[config.mk]
export PLATFORM = sky130hd
export DESIGN_NAME = mips_decode_stage_flat
export DESIGN_NICKNAME = d
export VERILOG_FILES = /design/src/rtl/mips_pkg.sv /design/src/rtl/mips_decode_stage_if.sv /design/src/rtl/mips_reg_file.sv /design/src/rtl/mips_decode_stage.sv /design/src/flat_wrapper.sv
export SDC_FILE = /design/constraint.sdc
export NUM_CORES = 2
export LEC_CHECK = 0
export CAP_MARGIN = 40
export CORE_AREA = 3 3 355 357
export DETAILED_ROUTE_END_ITERATION = 10
export DIE_AREA = 0 0 358 360
export PLACE_DENSITY = 0.73
export SYNTH_ARGS = -nofsm -noshare
export SYNTH_HDL_FRONTEND = slang
export SYNTH_SLANG_ARGS = --single-unit
[constraint.sdc]
create_clock -name Clk -period 3.7 [get_ports Clk]
set_clock_uncertainty 0.15 [all_clocks]
set_input_delay 0.37 -clock Clk [delete_from_list [all_inputs] [get_ports Clk]]
set_output_delay 0.37 -clock Clk [all_outputs]
set_load 0.05 [all_outputs]
[src/rtl/mips_pkg.sv]
// mips_pkg
// Shared constants for the MIPS decode stage: datapath widths, the opcodes
// recognised by the main control decoder, bit positions inside the 9-bit
// control bundle and the ALUOp encodings handed on to the execute stage.
package mips_pkg;

  localparam int DATA_W = 32;
  localparam int REG_AW = 5;
  localparam int NREGS  = 32;
  localparam int CTL_W  = 9;

  typedef logic [CTL_W-1:0] ctl_t;

  typedef enum logic [5:0] {
    OP_RTYPE = 6'h00,
    OP_BEQ   = 6'h04,
    OP_ADDI  = 6'h08,
    OP_LW    = 6'h23,
    OP_SW    = 6'h2B
  } opcode_e;

  // Bit positions inside controlUnitSig
  localparam int CTL_REGDST    = 8;
  localparam int CTL_ALUSRC    = 7;
  localparam int CTL_MEMTOREG  = 6;
  localparam int CTL_REGWRITE  = 5;
  localparam int CTL_MEMREAD   = 4;
  localparam int CTL_MEMWRITE  = 3;
  localparam int CTL_BRANCH    = 2;
  localparam int CTL_ALUOP_MSB = 1;
  localparam int CTL_ALUOP_LSB = 0;

  localparam logic [1:0] ALUOP_ADD  = 2'b00;
  localparam logic [1:0] ALUOP_SUB  = 2'b01;
  localparam logic [1:0] ALUOP_FUNC = 2'b10;

endpackage

[src/rtl/mips_decode_stage_if.sv]
// mips_decode_stage_if
// Bus between the fetch/write-back side (master) and the decode stage (slave).
//   master drives : instruction, writeToReg, writeSig, finRD
//   slave drives  : signExtend, register1, register2, controlUnitSig,
//                   rd, rt, rs, shmnt, funcBits, opcode
interface mips_decode_stage_if;
  import mips_pkg::*;

  logic [DATA_W-1:0] instruction;
  logic [DATA_W-1:0] writeToReg;
  logic              writeSig;
  logic [REG_AW-1:0] finRD;

  logic [DATA_W-1:0] signExtend;
  logic [DATA_W-1:0] register1;
  logic [DATA_W-1:0] register2;
  ctl_t              controlUnitSig;
  logic [4:0]        rd;
  logic [4:0]        rt;
  logic [4:0]        rs;
  logic [4:0]        shmnt;
  logic [5:0]        funcBits;
  logic [5:0]        opcode;

  modport master (
    output instruction, writeToReg, writeSig, finRD,
    input  signExtend, register1, register2, controlUnitSig,
           rd, rt, rs, shmnt, funcBits, opcode
  );

  modport slave (
    input  instruction, writeToReg, writeSig, finRD,
    output signExtend, register1, register2, controlUnitSig,
           rd, rt, rs, shmnt, funcBits, opcode
  );

endinterface

[src/rtl/mips_reg_file.sv]
// mips_reg_file
// 32 x 32-bit register file: two asynchronous read ports, one write port
// committed on the rising clock edge, R0 hardwired to zero, and an
// asynchronous active-low clear of every entry.
//   Clk, Rst_n          clock / async active-low clear
//   rd_addr1, rd_addr2  read indices      -> rd_data1, rd_data2
//   wr_en, wr_addr,     write enable, index and data
//   wr_data
module mips_reg_file
  import mips_pkg::*;
(
  input  logic              Clk,
  input  logic              Rst_n,
  input  logic [REG_AW-1:0] rd_addr1,
  input  logic [REG_AW-1:0] rd_addr2,
  output logic [DATA_W-1:0] rd_data1,
  output logic [DATA_W-1:0] rd_data2,
  input  logic              wr_en,
  input  logic [REG_AW-1:0] wr_addr,
  input  logic [DATA_W-1:0] wr_data
);

  logic [DATA_W-1:0] regs [NREGS];

  // Reset takes priority, so a write presented while Rst_n is low is lost.
  always_ff @(posedge Clk or negedge Rst_n) begin
    if (!Rst_n) begin
      for (int i = 0; i < NREGS; i++) regs[i] <= '0;
    end else if (wr_en && (wr_addr != '0)) begin
      regs[wr_addr] <= wr_data;
    end
  end

  // Reads see only committed state; there is deliberately no write bypass.
  assign rd_data1 = (rd_addr1 == '0) ? '0 : regs[rd_addr1];
  assign rd_data2 = (rd_addr2 == '0) ? '0 : regs[rd_addr2];

endmodule

[src/rtl/mips_decode_stage.sv]
// mips_decode_stage
// MIPS instruction-decode stage. Every rising Clk the fetched instruction is
// split into its fields and registered; register-file reads, main control
// decode and immediate sign extension are combinational from those fields.
// The write-back stage commits results through the register-file write port.
//   Clk    rising-edge clock
//   Rst_n  asynchronous active-low reset (fields and all registers clear)
//   dec    slave side of mips_decode_stage_if (instruction / write-back in,
//          decoded fields, register operands, control bundle out)
module mips_decode_stage
  import mips_pkg::*;
(
  input  logic               Clk,
  input  logic               Rst_n,
  mips_decode_stage_if.slave dec
);

  logic        [5:0]  opcode_p1;
  logic        [5:0]  funcBits_p1;
  logic        [4:0]  rs_p1;
  logic        [4:0]  rt_p1;
  logic        [4:0]  rd_p1;
  logic        [4:0]  shmnt_p1;
  logic signed [15:0] imm_p1;

  logic [DATA_W-1:0] rf_data1;
  logic [DATA_W-1:0] rf_data2;
  ctl_t              ctl_p1;

  function automatic logic signed [DATA_W-1:0] sign_ext(input logic signed [15:0] v);
    return DATA_W'(v);
  endfunction

  // ---- fetch -> decode boundary (p0 -> p1) ----
  always_ff @(posedge Clk or negedge Rst_n) begin
    if (!Rst_n) begin
      opcode_p1   <= '0;
      funcBits_p1 <= '0;
      rs_p1       <= '0;
      rt_p1       <= '0;
      rd_p1       <= '0;
      shmnt_p1    <= '0;
      imm_p1      <= '0;
    end else begin
      opcode_p1   <= dec.instruction[31:26];
      rs_p1       <= dec.instruction[25:21];
      rt_p1       <= dec.instruction[20:16];
      rd_p1       <= dec.instruction[15:11];
      shmnt_p1    <= dec.instruction[10:6];
      funcBits_p1 <= dec.instruction[5:0];
      imm_p1      <= dec.instruction[15:0];
    end
  end

  always_comb begin
    ctl_p1 = '0;
    case (opcode_p1)
      OP_RTYPE: begin
        ctl_p1[CTL_REGDST]                    = 1'b1;
        ctl_p1[CTL_REGWRITE]                  = 1'b1;
        ctl_p1[CTL_ALUOP_MSB:CTL_ALUOP_LSB]   = ALUOP_FUNC;
      end
      OP_LW: begin
        ctl_p1[CTL_ALUSRC]                    = 1'b1;
        ctl_p1[CTL_MEMTOREG]                  = 1'b1;
        ctl_p1[CTL_REGWRITE]                  = 1'b1;
        ctl_p1[CTL_MEMREAD]                   = 1'b1;
        ctl_p1[CTL_ALUOP_MSB:CTL_ALUOP_LSB]   = ALUOP_ADD;
      end
      OP_SW: begin
        ctl_p1[CTL_ALUSRC]                    = 1'b1;
        ctl_p1[CTL_MEMWRITE]                  = 1'b1;
        ctl_p1[CTL_ALUOP_MSB:CTL_ALUOP_LSB]   = ALUOP_ADD;
      end
      OP_BEQ: begin
        ctl_p1[CTL_BRANCH]                    = 1'b1;
        ctl_p1[CTL_ALUOP_MSB:CTL_ALUOP_LSB]   = ALUOP_SUB;
      end
      OP_ADDI: begin
        ctl_p1[CTL_ALUSRC]                    = 1'b1;
        ctl_p1[CTL_REGWRITE]                  = 1'b1;
        ctl_p1[CTL_ALUOP_MSB:CTL_ALUOP_LSB]   = ALUOP_ADD;
      end
      default: ctl_p1 = '0;
    endcase
  end

  mips_reg_file u_rf (
    .Clk      (Clk),
    .Rst_n    (Rst_n),
    .rd_addr1 (rs_p1),
    .rd_addr2 (rt_p1),
    .rd_data1 (rf_data1),
    .rd_data2 (rf_data2),
    .wr_en    (dec.writeSig),
    .wr_addr  (dec.finRD),
    .wr_data  (dec.writeToReg)
  );

  assign dec.opcode         = opcode_p1;
  assign dec.funcBits       = funcBits_p1;
  assign dec.rs             = rs_p1;
  assign dec.rt             = rt_p1;
  assign dec.rd             = rd_p1;
  assign dec.shmnt          = shmnt_p1;
  assign dec.signExtend     = sign_ext(imm_p1);
  assign dec.register1      = rf_data1;
  assign dec.register2      = rf_data2;
  assign dec.controlUnitSig = ctl_p1;

endmodule

[src/flat_wrapper.sv]
// flat-port wrapper written by rule: the top's interface ports become plain ports
module mips_decode_stage_flat import mips_pkg::*;
  (Clk, Rst_n, dec_instruction, dec_writeToReg, dec_writeSig, dec_finRD, dec_signExtend, dec_register1, dec_register2, dec_controlUnitSig, dec_rd, dec_rt, dec_rs, dec_shmnt, dec_funcBits, dec_opcode);
  mips_decode_stage_if dec_i ();
  input  logic Clk;
  input  logic Rst_n;
  input wire logic [$bits(dec_i.instruction)-1:0] dec_instruction;
  input wire logic [$bits(dec_i.writeToReg)-1:0] dec_writeToReg;
  input wire logic [$bits(dec_i.writeSig)-1:0] dec_writeSig;
  input wire logic [$bits(dec_i.finRD)-1:0] dec_finRD;
  output wire logic [$bits(dec_i.signExtend)-1:0] dec_signExtend;
  output wire logic [$bits(dec_i.register1)-1:0] dec_register1;
  output wire logic [$bits(dec_i.register2)-1:0] dec_register2;
  output wire logic [$bits(dec_i.controlUnitSig)-1:0] dec_controlUnitSig;
  output wire logic [$bits(dec_i.rd)-1:0] dec_rd;
  output wire logic [$bits(dec_i.rt)-1:0] dec_rt;
  output wire logic [$bits(dec_i.rs)-1:0] dec_rs;
  output wire logic [$bits(dec_i.shmnt)-1:0] dec_shmnt;
  output wire logic [$bits(dec_i.funcBits)-1:0] dec_funcBits;
  output wire logic [$bits(dec_i.opcode)-1:0] dec_opcode;
  assign dec_i.instruction = dec_instruction;
  assign dec_i.writeToReg = dec_writeToReg;
  assign dec_i.writeSig = dec_writeSig;
  assign dec_i.finRD = dec_finRD;
  assign dec_signExtend = dec_i.signExtend;
  assign dec_register1 = dec_i.register1;
  assign dec_register2 = dec_i.register2;
  assign dec_controlUnitSig = dec_i.controlUnitSig;
  assign dec_rd = dec_i.rd;
  assign dec_rt = dec_i.rt;
  assign dec_rs = dec_i.rs;
  assign dec_shmnt = dec_i.shmnt;
  assign dec_funcBits = dec_i.funcBits;
  assign dec_opcode = dec_i.opcode;
  mips_decode_stage u_core (.Clk(Clk), .Rst_n(Rst_n), .dec(dec_i));
endmodule
==> results.rst <==
.. list-table::
   :header-rows: 1

   * - Metric
     - Value
   * - Status
     - finished with violations
   * - Violated checks
     - negative setup slack
   * - Global-route congestion overflow total
     - 0
   * - Relative area change from synthesis to final layout
     - 18.6%
   * - Worst-skew pair later-pin latency
     - between 0.6 and 0.7 ns
   * - Number of antenna violations at the first check in global routing
     - 9
   * - Hold Fails Final Rpt
     - 0
   * - Number of I/O pins
     - between 200 and 250
   * - Number of H-tree branching levels
     - 3
   * - Total CTS buffers
     - between 100 and 150
   * - Endpoint of the most critical register-to-register path
     - u_core.u_rf.regs[706]
   * - DRC Markers
     - 0
   * - Layout filler cell count
     - 9,812
   * - Worst min-delay path category
     - in2async
   * - Required time at the endpoint of the critical path
     - approximately 3.2 ns
   * - Number of max-capacitance violations reported
     - 0
   * - Clock Tree Root
     - clkbuf_16
   * - Final total negative setup slack
     - -0.000152 ns
   * - Starting density of the core
     - 44.8%
   * - Net total in the final layout
     - about 3.8k
   * - Post-synthesis cell area
     - around 0.055 mm^2
   * - Slack of the worst reg-to-reg path
     - about 2.7 ns
   * - Cells after synthesis
     - between 3k and 4k
   * - Std-Cell Rows
     - 129
   * - Unique cell type count in the Yosys netlist
     - 39
   * - Total via count after detailed routing
     - roughly 36k
   * - Worst Path Arrival
     - approximately 3.2 ns
   * - Clock Pin Slew Worst Setup and Hold Paths
     - around 0.06 ns
   * - Fraction of the yosys area taken by sequential cells
     - a little under half
   * - Dominant synthesized flop cell
     - dfrtp_1
   * - Mean instance size in the synthesized netlist
     - 15.6 um^2
   * - Buffers from clock root to sink, at most
     - 3
   * - Reg-to-Reg Start
     - u_core.u_rf.regs[706]
   * - Total of buffers placed on input and output ports
     - between 200 and 250
   * - Wire length of the first global-routing pass
     - about 250 mm
   * - Worst setup path class
     - reg2out
   * - Mean number of vias per cell
     - roughly 6.5
   * - Largest net degree at the start of global routing
     - ~100
   * - Final worst setup slack
     - -0.000152 ns
   * - GPL Wtd Cong
     - ~0.8
   * - RSZ-0062 raised after global routing
     - true
   * - Worst supply voltage drop on vdd
     - between 0.3 and 0.4 mV
   * - Via count of the first global-routing pass
     - approximately 37k
   * - Post-detailed-route wirelength per cell
     - around 31 um
   * - Share of cells above drive strength 1
     - about 56%
   * - Detailed Route Iter0 Violations
     - ~4.0k
   * - Final period util
     - 100%
   * - Die area
     - roughly 0.13 mm^2
   * - Post-detailed-routing wire length
     - 171 mm
   * - Setup crit start kind
     - register
   * - Die boundary width
     - 358 um
   * - Clock tree from TritonCTS
     - yes
   * - Final critical path time including I/O delays and setup
     - between 3 and 4 ns
   * - Yosys warning count
     - 0
   * - Final count of negative-setup-slack endpoints
     - 1
   * - Leak
     - around 28 nW
   * - Endpoint class of the critical path
     - output pin
   * - Height of the chip
     - 360 um
   * - P per Cell Area
     - around 530 mW/mm^2
   * - Standard cell core area
     - 0.123 mm^2
   * - Routed Antenna Nets
     - 0
   * - Slew Limit Headroom
     - a little over a third
   * - Number of enable flip-flop cells after synthesis
     - 0
   * - Pre-CTS worst setup slack
     - 0.241 ns
   * - FFs w/ async S/R, synth
     - 100%
   * - Count of state elements after synthesis
     - between 1k and 1.5k
   * - Largest driver fanout on the critical path
     - 16
   * - Global routing usage summed across all routing layers
     - a little over a quarter
   * - Highest clock rate
     - ~270 MHz
   * - DP HPWL
     - 101 mm
   * - Length in cells of the worst reg-to-reg path
     - 1
   * - Max Transition Viols Final
     - 0
   * - Syn Nets
     - around 3.6k
   * - First-pass iteration count of the detailed router
     - 5
   * - Least-Margin Pin Slew
     - around 0.96 ns
   * - Clock net sink count
     - ~1.1k
report_power, final:
part / total, mW / switching (mW) / internal (mW)
combinational: 7.85 / 3.26 / 4.59
sequential: 15.4 / 1.69 / 13.7
clock: 11.4 / 4.65 / 6.76
total: 34.6 / 9.60 / 25.0
critical path: stages, from the launching register on:
cell,delay [ns]
dfrtp_4,0.43
buf_12,0.15
buf_4,0.21
buf_12,0.21
buf_12,0.20
mux4_2,0.54
a211oi_2,0.34
nor3_1,0.14
buf_4,0.21
stage by stage:
stage	instance area (um^2)	total power, mW	utilization [%]	std cells	hold slack, ns
detailed placement	60300	23.0	48.9	5149	0.234
finish	65500	34.6	53.1	5435	0.132
global placement	59800	22.7	48.5	5116	0.228
floorplan	55200	20.5	-	3536	-0.0756
CTS	65100	34.6	52.8	5411	0.123
global route	65500	36.0	53.1	5432	0.183
per-layer routing:
layer	GRT usage, %	part of all wire [%]
met1	37.1	40
met2	40.1	46
met3	6.51	9.8
met4	9.04	3.6
met5	0	0.024
repair_timing:
action | in CTS | in global routing
cloned | 4 | 5
pin swaps | 0 | 2
hold buffers | 33 | 0
gates resized for setup | 71 | 33
setup buffers | 30 | 15
hold endpoints to repair | 71 | 0
endpoints found under the setup margin | 56 | 35
flip-flops by register name, indices dropped and copies added (netlist names):
register	flops
u_core.imm_p1	11
u_core.dec.shmnt	2
u_core.dec.rt	5
u_core.dec.opcode	6
u_core.dec.funcBits	1
u_core.u_rf.regs	1024
u_core.dec.rd	2
u_core.dec.rs	5
kinds of logic after synthesis:
family                 after synthesis  share of synthesized area [%]
flip-flops                        1056                           47.9
AND/OR/NAND/NOR                    169                           1.42
multiplexers                      1670                           44.0
AO/OA/AOI/OAI                      198                           2.89
buffers and inverters              443                           3.79
how the worst max path moves through the flow:
| stage | startpoint | end | slack (ns) |
|---|---|---|---|
| finish | u_core.dec.rs[0] | dec_register1[25] | -0.0002 |
| detailed placement | u_core.dec.rs[0] | dec_register1[10] | 0.24 |
| global route | u_core.dec.rs[1] | dec_register1[8] | -0.03 |
| CTS | u_core.dec.rt[0] | dec_register2[1] | -0.03 |
| global placement | u_core.dec.rs[0] | dec_register1[4] | 0.23 |
| floorplan | u_core.dec.rs[3] | dec_register1[2] | 0.02 |
layout make-up:
class / instances / area (um^2) / share of cell area, %
multi-input combinational: 2037 / 27300 / 41.7
sequential: 1056 / 26500 / 40.4
timing repair buffer: 504 / 5980 / 9.13
clock buffer: 154 / 3170 / 4.84
tap: 1637 / 2050 / 3.13
clock inverter: 41 / 520 / 0.795
antenna: 5 / 12.5 / 0.0191
inverter: 1 / 3.75 / 0.00573
synthesized netlist by cell type (all sizes together) (4+ instances only):
library cell | instances | area [um^2]
a211oi | 30 | 225
a21oi | 32 | 160
a221o | 32 | 320
a221oi | 34 | 298
a22o | 32 | 280
and2 | 4 | 25.0
buf | 220 | 1250
clkbuf | 222 | 837
dfrtp | 1056 | 26400
mux2 | 994 | 11200
mux2i | 168 | 1680
mux4 | 508 | 11400
nand2 | 18 | 67.6
nand3b | 4 | 30.0
nor2 | 86 | 323
nor2b | 4 | 25.0
nor3 | 32 | 160
nor3b | 5 | 37.5
o221ai | 30 | 263
placed cells by master (no fill, tap or decap), drive strengths merged, types with 2 or more instances in the layout:
cell and instances:
a211oi 30, bufinv 12, nor4b 3, o221ai 30, nor3b 5, nand3b 4, clkinvlp 3, mux4 508
o31ai 2, o22ai 2, or2 2, mux2i 168, a221oi 34, buf 320, clkinv 25, nor2b 4
nor3 32, diode 5, dfrtp 1056, dlygate4sd3 33, nand3 3, bufbuf 3, nor4 3, inv 2
and2 4, clkbuf 159, nand2 18, clkdlybuf4s50 143, mux2 994, nor2 86, a221o 32, a21oi 32
a22o 32, o21ai 3
Power figures use the tool's default switching activity.
